## src/rtl/apb_pkg.sv

```systemverilog
// ---------------------------------------------------------------------------
// apb_pkg
// Shared types and helpers for the APB memory slave.
//   apb_state_e   : transfer state (IDLE waits for setup, ACCESS runs the
//                   access phase including wait states)
//   APB_MAX_WAIT  : largest wait-state count the 4-bit counter can hold
//   word_index()  : byte address -> word index (drops the byte-lane bits)
// ---------------------------------------------------------------------------
package apb_pkg;

    typedef enum logic [0:0] {
        IDLE   = 1'b0,
        ACCESS = 1'b1
    } apb_state_e;

    localparam int APB_MAX_WAIT = 15;

    // shift = log2(bytes per word); the low byte-lane bits are ignored.
    function automatic logic [31:0] word_index(input logic [31:0] addr,
                                               input int unsigned shift);
        return addr >> shift;
    endfunction

endpackage

```

## src/rtl/apb_mem_slave_p_if.sv

```systemverilog
// ---------------------------------------------------------------------------
// apb_mem_slave_p_if
// APB4 completer-side bus bundle for the memory slave.
//   psel, penable, pwrite, paddr, pwdata, pstrb : driven by the requester
//   pready, pslverr, prdata                     : driven by the completer
//
// Handshake: a transfer starts with a setup cycle (psel=1, penable=0) and
// continues with access cycles (psel=1, penable=1). Every access-phase
// signal from the requester is held stable until the completer raises
// pready; the transfer completes on the rising edge where
// psel & penable & pready are all high. pslverr and prdata are only
// meaningful in that completion cycle (prdata only for reads).
// ---------------------------------------------------------------------------
interface apb_mem_slave_p_if #(
    parameter int DATA_W = 8,
    parameter int ADDR_W = 8
);
    logic                  psel;
    logic                  penable;
    logic                  pwrite;
    logic [ADDR_W-1:0]     paddr;
    logic [DATA_W-1:0]     pwdata;
    logic [DATA_W/8-1:0]   pstrb;
    logic                  pready;
    logic                  pslverr;
    logic [DATA_W-1:0]     prdata;

    modport master (
        output psel, penable, pwrite, paddr, pwdata, pstrb,
        input  pready, pslverr, prdata
    );

    modport slave (
        input  psel, penable, pwrite, paddr, pwdata, pstrb,
        output pready, pslverr, prdata
    );
endinterface

```

## src/rtl/apb_strb_mem.sv

```systemverilog
// ---------------------------------------------------------------------------
// apb_strb_mem
// DEPTH x DATA_W storage with asynchronous clear, a byte-strobed write port
// and a registered read-capture port.
//   clk, rst_n : clock, asynchronous active-low clear (all words and rdata)
//   we, widx, wdata, wstrb : write enable, word index, data, byte strobes
//   cap        : load rdata this edge
//   rd_en      : when capturing, 1 loads mem[ridx], 0 loads zero
//   ridx       : word index for the capture
//   rdata      : captured read data, holds between captures
// ---------------------------------------------------------------------------
module apb_strb_mem #(
    parameter int DATA_W = 8,
    parameter int DEPTH  = 64,
    parameter int IDX_W  = 6
) (
    input  logic                clk,
    input  logic                rst_n,
    input  logic                we,
    input  logic [IDX_W-1:0]    widx,
    input  logic [DATA_W-1:0]   wdata,
    input  logic [DATA_W/8-1:0] wstrb,
    input  logic                cap,
    input  logic                rd_en,
    input  logic [IDX_W-1:0]    ridx,
    output logic [DATA_W-1:0]   rdata
);
    localparam int BYTES = DATA_W / 8;

    logic [DATA_W-1:0] mem [DEPTH];

    always_ff @(posedge clk or negedge rst_n) begin
        if (!rst_n) begin
            for (int i = 0; i < DEPTH; i++) begin
                mem[i] <= '0;
            end
            rdata <= '0;
        end else begin
            if (we) begin
                for (int b = 0; b < BYTES; b++) begin
                    if (wstrb[b]) begin
                        mem[widx][8*b +: 8] <= wdata[8*b +: 8];
                    end
                end
            end
            // The caller only raises rd_en for in-range indices, so the
            // array read below never leaves the populated words.
            if (cap) begin
                rdata <= rd_en ? mem[ridx] : '0;
            end
        end
    end

endmodule

```

## src/rtl/apb_mem_slave_p.sv

```systemverilog
// ---------------------------------------------------------------------------
// apb_mem_slave_p
// Parametrised APB4 memory slave: byte-strobed writes, configurable wait
// states, out-of-range error response.
//   pclk      : bus clock, all state on the rising edge
//   presetn   : asynchronous active-low reset
//   bus       : APB completer bundle (psel/penable/pwrite/paddr/pwdata/
//               pstrb in, pready/pslverr/prdata out)
//   dbg_state : current transfer state, for observation only
// Read data is captured at the setup edge; writes commit on the
// completion edge. pready/pslverr are combinational and forced low while
// presetn is asserted.
// ---------------------------------------------------------------------------
module apb_mem_slave_p
    import apb_pkg::*;
#(
    parameter int DATA_W      = 8,
    parameter int ADDR_W      = 8,
    parameter int DEPTH       = 64,
    parameter int WAIT_STATES = 0
) (
    input  logic                pclk,
    input  logic                presetn,
    apb_mem_slave_p_if.slave    bus,
    output apb_state_e          dbg_state
);
    localparam int          BYTES    = DATA_W / 8;
    localparam int unsigned SHIFT    = (BYTES > 1) ? $clog2(BYTES) : 0;
    localparam int          IDX_W    = (DEPTH > 1) ? $clog2(DEPTH) : 1;
    localparam logic [3:0]  WAIT_CNT = 4'(WAIT_STATES);

    // Parameter sanity, rejected at elaboration.
    if (DATA_W < 8 || DATA_W > 32 || (DATA_W % 8) != 0) begin : g_bad_data_w
        $error("apb_mem_slave_p: DATA_W must be 8, 16, 24 or 32");
    end
    if (WAIT_STATES < 0 || WAIT_STATES > APB_MAX_WAIT) begin : g_bad_wait
        $error("apb_mem_slave_p: WAIT_STATES must be 0..15");
    end
    if (DEPTH < 1 || DEPTH * BYTES > (2 ** ADDR_W)) begin : g_bad_depth
        $error("apb_mem_slave_p: DEPTH*(DATA_W/8) exceeds the address space");
    end

    apb_state_e  state;
    logic [3:0]  cnt;

    logic [31:0] idx;
    logic        addr_err;
    logic        setup;
    logic        violation;
    logic        done;
    logic        mem_we;
    logic        rd_en;

    // Address decode. idx is only forwarded to the memory when in range,
    // so the truncation to IDX_W bits below never aliases a valid word.
    always_comb begin
        idx      = word_index(32'(bus.paddr), SHIFT);
        addr_err = (idx >= 32'(DEPTH));
    end

    // Transfer qualifiers.
    //   setup     : setup cycle seen from IDLE
    //   violation : access phase with no preceding setup -> error reply,
    //               nothing written, state unchanged
    //   done      : completion cycle of a legitimate transfer
    always_comb begin
        setup     = (state == IDLE)   &  bus.psel & ~bus.penable;
        violation = (state == IDLE)   &  bus.psel &  bus.penable;
        done      = (state == ACCESS) &  bus.psel &  bus.penable & (cnt == 4'd0);
        mem_we    = done & bus.pwrite & ~addr_err;
        rd_en     = ~bus.pwrite & ~addr_err;
    end

    // Gating with presetn drops the response immediately when reset is
    // applied mid-transfer, without waiting for the state to clear.
    assign bus.pready  = presetn & (violation | done);
    assign bus.pslverr = presetn & (violation | (done & addr_err));

    always_ff @(posedge pclk or negedge presetn) begin
        if (!presetn) begin
            state <= IDLE;
            cnt   <= 4'd0;
        end else begin
            case (state)
                IDLE: begin
                    if (setup) begin
                        state <= ACCESS;
                        cnt   <= WAIT_CNT;
                    end
                end
                ACCESS: begin
                    if (!bus.psel) begin
                        // Requester abandoned the transfer: no write.
                        state <= IDLE;
                    end else if (bus.penable) begin
                        if (cnt == 4'd0) begin
                            state <= IDLE;
                        end else begin
                            cnt <= cnt - 4'd1;
                        end
                    end
                end
                default: begin
                    state <= IDLE;
                end
            endcase
        end
    end

    assign dbg_state = state;

    apb_strb_mem #(
        .DATA_W (DATA_W),
        .DEPTH  (DEPTH),
        .IDX_W  (IDX_W)
    ) u_mem (
        .clk    (pclk),
        .rst_n  (presetn),
        .we     (mem_we),
        .widx   (IDX_W'(idx)),
        .wdata  (bus.pwdata),
        .wstrb  (bus.pstrb),
        .cap    (setup),
        .rd_en  (rd_en),
        .ridx   (IDX_W'(idx)),
        .rdata  (bus.prdata)
    );

endmodule
```

## src/flat_wrapper.sv

```systemverilog
// flat-port wrapper written by rule: the top's interface ports become plain ports
module apb_mem_slave_p_flat import apb_pkg::*;
#(
    parameter int DATA_W      = 8,
    parameter int ADDR_W      = 8,
    parameter int DEPTH       = 64,
    parameter int WAIT_STATES = 0
)
  (pclk, presetn, dbg_state, bus_psel, bus_penable, bus_pwrite, bus_paddr, bus_pwdata, bus_pstrb, bus_pready, bus_pslverr, bus_prdata);
  apb_mem_slave_p_if #(.DATA_W(DATA_W), .ADDR_W(ADDR_W)) bus_i ();
  input  logic pclk;
  input  logic presetn;
  output apb_state_e dbg_state;
  input wire logic [$bits(bus_i.psel)-1:0] bus_psel;
  input wire logic [$bits(bus_i.penable)-1:0] bus_penable;
  input wire logic [$bits(bus_i.pwrite)-1:0] bus_pwrite;
  input wire logic [$bits(bus_i.paddr)-1:0] bus_paddr;
  input wire logic [$bits(bus_i.pwdata)-1:0] bus_pwdata;
  input wire logic [$bits(bus_i.pstrb)-1:0] bus_pstrb;
  output wire logic [$bits(bus_i.pready)-1:0] bus_pready;
  output wire logic [$bits(bus_i.pslverr)-1:0] bus_pslverr;
  output wire logic [$bits(bus_i.prdata)-1:0] bus_prdata;
  assign bus_i.psel = bus_psel;
  assign bus_i.penable = bus_penable;
  assign bus_i.pwrite = bus_pwrite;
  assign bus_i.paddr = bus_paddr;
  assign bus_i.pwdata = bus_pwdata;
  assign bus_i.pstrb = bus_pstrb;
  assign bus_pready = bus_i.pready;
  assign bus_pslverr = bus_i.pslverr;
  assign bus_prdata = bus_i.prdata;
  apb_mem_slave_p #(.DATA_W(DATA_W), .ADDR_W(ADDR_W), .DEPTH(DEPTH), .WAIT_STATES(WAIT_STATES)) u_core (.pclk(pclk), .presetn(presetn), .bus(bus_i), .dbg_state(dbg_state));
endmodule
```

## config.mk

```make
export PLATFORM = sky130hd
export DESIGN_NAME = apb_mem_slave_p_flat
export DESIGN_NICKNAME = d
export VERILOG_FILES = /design/src/rtl/apb_pkg.sv /design/src/rtl/apb_mem_slave_p_if.sv /design/src/rtl/apb_strb_mem.sv /design/src/rtl/apb_mem_slave_p.sv /design/src/flat_wrapper.sv
export SDC_FILE = /design/constraint.sdc
export NUM_CORES = 1
export LEC_CHECK = 0
export BUFFER_PORTS_ARGS = -buffer_cell sky130_fd_sc_hd__buf_2
export CAP_MARGIN = 20
export CORE_MARGIN = 1
export CORE_UTILIZATION = 58
export DETAILED_ROUTE_END_ITERATION = 16
export GPL_ROUTABILITY_DRIVEN = 0
export GPL_TIMING_DRIVEN = 0
export PLACE_DENSITY = 0.74
export SLEW_MARGIN = 0
export SYNTH_ARGS = -nofsm -noshare
export SYNTH_HDL_FRONTEND = slang
export SYNTH_SLANG_ARGS = --single-unit
```

## constraint.sdc

```tcl
create_clock -name pclk -period 6.1 [get_ports pclk]
set_input_delay 1.525 -clock pclk [delete_from_list [all_inputs] [get_ports pclk]]
set_output_delay 1.525 -clock pclk [all_outputs]
set_load 0.005 [all_outputs]
```

# Word-level counts from Yosys, hierarchy flattened
# Index checks and enable logic that the tools add are counted.
# word_totals
regBits	525
latch_bits	0
ramBits	0
rom_bits	0
wordCells	115
memories	0
# op_classes
n_addsub	1
n_mul	0
div	0
order_cmp	3
n_eq_ne	4
n_shift	0
n_mux	17
n_bitwise	19
n_reduce_logical	4
# op_table
op	n
bitwise mux 512 bit	1
binary-select mux 8 bit (select 6 bit)	1
demux 8 bit (select 6 bit)	1
2-to-1 mux 8 bit	4
2-to-1 mux 4 bit	4
AND 1 bit	12
greater-or-equal comparator 8 x 7 -> 1 bit (second input constant)	1
one-hot mux 4 bit (2 select lines)	1
greater-or-equal comparator 7 bit (second input constant)	1
less-than comparator 7 x 1 -> 1 bit (second input constant)	1
NOT 6 -> 7 bit	1
!= test 2 bit (second input constant)	3
zero test 4 bit	1
2-to-1 mux 1 bit	4
NOT 1 bit	4
AND reduction 4 bit	1
subtractor 4 x 1 -> 4 bit (second input constant)	1
!= test 2 x 1 -> 1 bit (second input constant)	1
bitwise OR 1 bit	2
one-hot mux 1 bit (2 select lines)	1
AND reduction 2 bit	1
logical AND 1 bit	1

# Depth between registers and ports, before layout
# Gate-level depths: netlist of run 1.
# logic_depth
ltp_word	6
depth_mapped	10
mapped_depth_nobuf	8

# Hierarchy
# From an unflattened synthesis of run 1, not the netlist that was laid out.
# unflattened
hier_cells	1553
hier_area_um2	24171.9
# modules_own_cells
mod	n_inst	cells_per_inst	area_each_um2	seq_area_each_um2
apb_strb_mem	1	1509	23792.8	13012.5
apb_mem_slave_p	1	44	379.1	125.1

# Least setup slack after synthesis of run 1
# Ideal clock, no wire load.
# synth_path
kind	input to register
from	in bus_paddr[6]
to	reg u_core.u_mem.mem[128] in the netlist's numbering
setup_time_ns	0.125
arrival_ns	3.426
required_ns	5.975
setup_slack_ns	2.549
stages	5
path_buffers	0
path_cell_list	or2_2 -> nor4_4 -> nand3_4 -> nor2_2 -> mux2_2
# synth_via
elab_chain_len	4
# synth_rtl
item	line	rtl
start, declared	flat_wrapper.sv:17	input wire logic [$bits(bus_i.paddr)-1:0] bus_paddr;
greater-or-equal comparator 8 x 7 -> 1 bit	apb_mem_slave_p.sv:58	addr_err = (idx >= 32'(DEPTH));
NOT 1 bit	apb_mem_slave_p.sv:70	mem_we = done & bus.pwrite & ~addr_err;
AND 1 bit	apb_mem_slave_p.sv:70	
AND reduction 2 bit (no source line)	-	
end signal, assigned by index	apb_strb_mem.sv:42	mem[widx][8*b +: 8] <= wdata[8*b +: 8];
end, declared	apb_strb_mem.sv:30	logic [DATA_W-1:0] mem [DEPTH];
# Every way passes these cells.
# A chain may end at the register's enable or synchronous reset.

# Worst setup path in the final report of run 1
# layout_path
from	in presetn
to	out bus_pslverr
# layout_via
elab_chain_len	1
# layout_rtl
item	line	rtl
start, declared	flat_wrapper.sv:12	input logic presetn;
AND 1 bit	apb_mem_slave_p.sv:77	assign bus.pslverr = presetn & (violation | (done & addr_err));
end, declared	flat_wrapper.sv:21	output wire logic [$bits(bus_i.pslverr)-1:0] bus_pslverr;
# Every way passes these cells.

==> metrics.yaml, run 1 <==
grt:
  grt_max_degree: 132
  antenna_found_initial: 2
  grt_pass1_wl_mm: 104
  grt-ovfl-total: 0
  grt_pass1_vias: 16182
  grt_usage: 0.339
timing:
  finalMaxSlewViolations: 0
  period_needed_ns: 4.95
  finalSetupTns_ns: 0
  fmaxAchievable_mhz: 202
  max_slew.worst_pin.slew_ns: 1.20
  setup_viol: 0
  clock_skew_ns: 0.0175
  hold_viol: 0
  fin_ws_ns: 1.15
  post-route-period-util: 0.811
  rsz0062_at_grt: "false"
  slew_headroom: 0.195
layout:
  drive_above_1_share: 0.422
  fin_util: 0.655
  area.growth.synth_to_final_pct: 11.1
  postLayoutCellArea_mm2: 0.0269
  final_common_cell: "dfrtp_1"
  nets: 1828
  insertedDiodeCount: 0
  layout_common_cells: "dfrtp_1, mux2_2, clkbuf_1"
logic_synthesis:
  netlist-cell-type-count: 58
  synth_seq_cells: 525
  synth_edf_count: 0
  async_flop_share: 1.00
  syn_area_mm2: 0.0242
  synth_nets: 1747
  syn_area_per_cell_um2: 14.0
  yosysWarnings: 0
  syn_inst: 1724
  synthFlopType: "dfrtp_1"
  ys_seq_area_frac: 0.543
routing:
  postRouteWirelength_mm: 69.6
  wl_per_cell_um: 29.2
  num_vias: 15907
  drt-pass1-iter-count: 12
  first_iter_violations: 1596
  antenna_left: 0
  route.detailed.drc: 6
  via_per_inst: 6.68
setup_path:
  start_kind: "primary input"
  cp.required_ns: 4.58
  crit_fanout: 125
  cp-end-kind: "output pin"
  crit_arrival_ns: 3.42
  startpoint: "presetn"
  path_class: "in2out"
  r2r-start: "u_core.cnt[0]$_DFFE_PN0P_"
hold_path:
  min_path_type: "reg2reg"
  hold_start: "u_core.u_mem.mem[111]$_DFFE_PN0P_"
power_and_ir_drop:
  power.density_mw_per_mm2: 273
  ir_drop_mv: 0.237
  power_mw: 7.34
  power_leakage_nw: 12.7
floorplan:
  row_count: 74
  ios: 33
  die_w_um: 206
  core_region_area_mm2: 0.0410
  die_h_um: 206
  start_util: 0.590
  die_area_mm2: 0.0425
cts:
  cts_hold_buf: 0
  numClockSinks: 525
  numCtsBuffers: 54
  cts_buffer_depth: 3
  cts_tree: "done"
  clock_latency_ns: 0.61
  cts.htree.levels: 2
  cts_root_buf: "clkbuf_16"
  postCtsResizedCells: 0
  post_cts_buffers: 0
  clk_pin_slew_worst_paths_ns: 0.06
run_status:
  status: "finished with violations"
  violations: "design-rule violations"
placed_design:
  port-buffer-count: 20
  dp_hpwl_mm: 47.5
  place_ws_ns: 0.985
  placed_area_mm2: 0.0251
flow_run:
  max_cap_violations: 0
[power breakdown]
part	internal [mW]	leakage (nW)	switching (mW)
sequential	3.51	7.33	0.0165
combinational	0.118	4.48	0.367
clock	1.95	0.889	1.39
[synthesized netlist by cell type, drive strengths merged (2+ instances only)]
master | count | area share
a22o | 25 | 0.0091
o21ai | 16 | 0.0033
o22a | 6 | 0.0022
nand2 | 69 | 0.011
o211ai | 2 | 0.00062
o22ai | 43 | 0.011
a21oi | 6 | 0.0012
dfrtp | 525 | 0.54
nor3 | 13 | 0.0027
nor4 | 2 | 0.0011
mux2i | 81 | 0.034
a211o | 3 | 0.0011
or2 | 2 | 0.00052
buf | 41 | 0.0082
nor2b | 8 | 0.0021
nand3 | 5 | 0.0016
mux2 | 512 | 0.24
a222oi | 6 | 0.0025
o32ai | 6 | 0.0022
a32oi | 6 | 0.0022
and2 | 3 | 0.00078
nor2 | 82 | 0.021
mux4 | 48 | 0.045
o2111ai | 2 | 0.00072
or4 | 2 | 0.00062
o21a | 2 | 0.00062
inv | 6 | 0.00093
and4b | 4 | 0.0017
nand2b | 4 | 0.0010
nand4 | 2 | 0.00052
a22oi | 36 | 0.011
clkbuf | 89 | 0.014
a221oi | 50 | 0.018
nor3b | 2 | 0.00083
[routing by layer]
metal  part of all wire  wire [µm]  GRT usage  up-vias
met5                  0          0          0        -
met3              0.082       5700     0.0684      235
met4              0.059       4140      0.181        0
met2               0.46      31800      0.518      719
li1                   -          -          -     6613
met1               0.40      28000      0.460     8340
[registers in the layout, indices dropped and copies added (netlist names)]
register,flops
u_core.u_mem.mem,512
u_core.u_mem.rdata,8
u_core.cnt,4
u_core.dbg_state,1
[worst paths after layout]
path | endpoint | slack (ns) | cells past startpoint
max | bus_pslverr | 1.15 | 6
min | u_core.u_mem.mem[111]$_DFFE_PN0P_ | 0.50 | 1
max reg2reg | u_core.u_mem.mem[332]$_DFFE_PN0P_ | 2.69 | 7
min reg2reg | u_core.u_mem.mem[111]$_DFFE_PN0P_ | 0.50 | 1
max in group asynchronous | u_core.u_mem.mem[105]$_DFFE_PN0P_ | 3.61 | 3
min in group asynchronous | u_core.u_mem.mem[210]$_DFFE_PN0P_ | 0.87 | 1
[worst max-delay path: stages]
cell     delay, ns
buf_8         0.40
buf_16        0.39
buf_16        0.43
nand3_1       0.17
a21oi_1       0.17
buf_2         0.14
[per-stage QoR]
| step | instances | hold WS, ns |
|---|---|---|
| 2_1_floorplan | 1724 | 0.473 |
| 3_3_place_gp | 2276 | 0.477 |
| 3_5_place_dp | 2280 | 0.483 |
| 4_1_cts | 2379 | 0.503 |
| 5_1_grt | 2380 | 0.510 |
| 6_report | 2380 | 0.500 |
[cell families after synthesis]
| logic type | after synthesis | share of synthesized area |
|---|---|---|
| buffers and inverters | 136 | 0.0230 |
| adders and majority gates | 1 | 0.000517 |
| muxes | 641 | 0.317 |
| DFF | 525 | 0.543 |
| and+or+nand+nor | 204 | 0.0475 |
| AOI/OAI and AO/OA | 217 | 0.0690 |
[area by class of cell]
cell class / instances / area [µm²]
Clock buffer: 80 / 1610
Tap cell: 532 / 666
Inverter: 6 / 22.5
Sequential cell: 525 / 13100
Timing Repair Buffer: 25 / 228
Fill cell: 2983 / 14200
Clock inverter: 19 / 179
Buffer: 130 / 533
Multi-Input combinational cell: 1063 / 10500
Note: power is estimated with default switching activity, not from simulation.
==> run 2, diff against run 1 <==
Settings changed: CORE_UTILIZATION 58 to 57, PLACE_DENSITY 0.74 to 0.76.
Clock period 6.1 ns to 4.4 ns, I/O delays scaled along.
==> run 2 against run 1 <==
Compared with the run above:
- the flow now finishes without violations
- sequential share of layout area shrank 0.11 points
- sequential power grew 39%
- cell area grew 0.23%
- critical endpoint is now u_core.u_mem.rdata[2]$_DFFE_PN0P_
- setup slack lost 0.94 ns
- highest routed layer unchanged
- critical path type is now in2reg
- largest power group unchanged
- register-to-register slack lost 1.6 ns
==> metrics.yaml, run 2 (synthesis gave the netlist of run 1 again) <==
run_status:
  status: "completed"  # was finished with violations
setup_path:
  path_class: "in2reg"  # was in2out
  crit_family: "buffers and inverters"  # unchanged
  cp-end-kind: "flip-flop"  # was output pin
  cp.required_ns: 4.83  # was 4.58 ns
  crit_fanout: 10  # was 125
  start_kind: "primary input"  # unchanged
  crit_buf_inv: 4  # unchanged
  path_cells: "buf_2 > buf_2 > clkbuf_1 > clkbuf_1 > mux4_2 > a22oi_1 > o22ai_1 > a221oi_1 > a32oi_1"  # was buf_8 > buf_16 > buf_16 > nand3_1 > a21oi_1 > buf_2
  cp_slowest_stage_delay_ns: 0.80  # was 0.43 ns
  crit_arrival_ns: 4.61  # was 3.42 ns
  worst_path_max_delay_cell: "clkbuf_1"  # was buf_16
  r2r_cells: 7  # unchanged
  worstSetupPathDepth: 9  # was 6
floorplan:
  core_region_area_mm2: 0.0419  # was 0.0410 mm²
  die_w_um: 208  # was 206 µm
  die_area_mm2: 0.0432  # was 0.0425 mm²
  row_count: 75  # was 74
  die_h_um: 208  # was 206 µm
  start_util: 0.578  # was 0.590
  ios: 33  # unchanged
layout:
  area.growth.synth_to_final_pct: 11.4  # was 11.1%
  fillers: 3080  # was 2983
  layout_common_cells: "dfrtp_1, mux2_2, clkbuf_1"  # unchanged
  insertedDiodeCount: 0  # unchanged
  largest_reg_flops: 512  # unchanged
  final_common_cell: "dfrtp_1"  # unchanged
  top_register: "u_core.u_mem.mem"  # unchanged
  nets: 1828  # unchanged
  top_regs: "u_core.u_mem.mem: 512 flops, u_core.u_mem.rdata: 8 flops, u_core.cnt: 4 flops"  # unchanged
  drive_above_1_share: 0.423  # was 0.422
  postLayoutCellArea_mm2: 0.0269  # about the same
routing:
  via_per_inst: 6.75  # was 6.68
  met3_length_mm: 6.11  # was 5.70 mm
  wl_per_cell_um: 29.2  # about the same
  wl_met1_mm: 27.6  # was 28.0 mm
  num_vias: 16115  # was 15907
  antenna_left: 0  # unchanged
  wl_met2_mm: 31.8  # about the same
  first_iter_violations: 2020  # was 1596
  top_layer: "met4"  # unchanged
  drt-pass1-iter-count: 7  # was 12
  route.detailed.drc: 0  # was 6
  postRouteWirelength_mm: 69.8  # was 69.6 mm
timing:
  max_slew.worst_pin.slew_ns: 1.15  # was 1.20 ns
  post-route-period-util: 0.950
  fin_ws_ns: 0.218  # was 1.15 ns
  rsz0062_at_grt: "false"  # unchanged
  clock_skew_ns: 0.0269  # was 0.0175 ns
  hold_viol: 0  # unchanged
  finalSetupTns_ns: 0  # unchanged
  period_needed_ns: 4.18
  setup_viol: 0  # unchanged
  timing.hold.ws_ns: 0.450  # was 0.500 ns
  slew_headroom: 0.233  # was 0.195
  fmaxAchievable_mhz: 239
  finalMaxSlewViolations: 0  # unchanged
placed_design:
  port-buffer-count: 20  # unchanged
  place_ws_ns: -0.230  # was 0.985 ns
  dp_hpwl_mm: 47.7  # was 47.5 mm
  placed_area_mm2: 0.0251  # about the same
grt:
  grt_usage: 0.330  # was 0.339
  grt_pass1_wl_mm: 105  # was 104 mm
  grt-ovfl-total: 0  # unchanged
  grt_pass1_vias: 16437  # was 16182
  grt_max_degree: 123  # was 132
  antenna_found_initial: 1  # was 2
cts:
  cts_tree: "done"  # unchanged
  cts_buffer_depth: 3  # unchanged
  cts.htree.levels: 2  # unchanged
  clk_pin_slew_worst_paths_ns: 0.06  # about the same
  clock_latency_ns: 0.62  # was 0.61 ns
  cts_hold_buf: 0  # unchanged
  cts_root_buf: "clkbuf_16"  # unchanged
  post_cts_buffers: 0  # unchanged
  numClockSinks: 525  # unchanged
  numCtsBuffers: 54  # unchanged
  postCtsResizedCells: 0  # unchanged
power_and_ir_drop:
  power_leakage_nw: 12.7  # about the same
  ir_drop_mv: 0.424  # was 0.237 mV
  power.density_mw_per_mm2: 383  # was 273 mW/mm²
  power_mw: 10.3  # was 7.34 mW
flow_run:
  max_cap_violations: 0  # unchanged
hold_path:
  min_path_type: "in2async"  # was reg2reg
## run 2: final cells by class
cell class / count / area (µm²) / share of cell area
inverters: 6 / 22.5 / 0.000836
clock inverters: 28 / 327 / 0.0121
flip-flops and latches: 525 / 13100 / 0.488
plain buffers: 130 / 533 / 0.0198
multi-input cells: 1063 / 10500 / 0.389
well taps: 539 / 674 / 0.0250
clock buffers: 72 / 1520 / 0.0564
repair buffers: 25 / 225 / 0.00836
## run 2: metal layers
| layer | GRT usage | vias to the layer above |
|---|---|---|
| met1 | 0.443 | 8469 |
| met4 | 0.185 | 0 |
| li1 | - | 6619 |
| met3 | 0.0738 | 215 |
| met5 | 0 | - |
| met2 | 0.500 | 812 |
## run 2: worst register-to-register path, delay by kind of cell (launching register included)
kind	cells	cell delay (ns)
mux	1	0.42
fa+ha+maj	1	0.17
simple gates	4	2.08
flops	1	0.40
buf+inv	1	0.10
## run 2: final timing paths
check | slack, ns | endpoint | start
min in group pclk | 0.50 | u_core.u_mem.mem[269]$_DFFE_PN0P_ | u_core.u_mem.mem[269]$_DFFE_PN0P_
max reg2reg | 1.12 | u_core.u_mem.mem[343]$_DFFE_PN0P_ | u_core.cnt[0]$_DFFE_PN0P_
max | 0.22 | u_core.u_mem.rdata[2]$_DFFE_PN0P_ | bus_paddr[1]
min | 0.45 | u_core.u_mem.mem[210]$_DFFE_PN0P_ | presetn
min reg2reg | 0.50 | u_core.u_mem.mem[269]$_DFFE_PN0P_ | u_core.u_mem.mem[269]$_DFFE_PN0P_
max in group asynchronous | 2.05 | u_core.u_mem.mem[144]$_DFFE_PN0P_ | presetn
## run 2: report_power, final
group / internal, mW / switching, mW / total [mW]
clock: 2.78 / 1.98 / 4.76
sequential: 4.86 / 0.0219 / 4.88
combinational: 0.164 / 0.508 / 0.672
total: 7.80 / 2.51 / 10.3
## run 2: stage by stage
step | util | std cells
6_report | 0.643 | 2388
5_1_grt | 0.643 | 2388
4_1_cts | 0.643 | 2387
3_5_place_dp | 0.599 | 2287
3_3_place_gp | 0.596 | 2283
2_1_floorplan | - | 1724
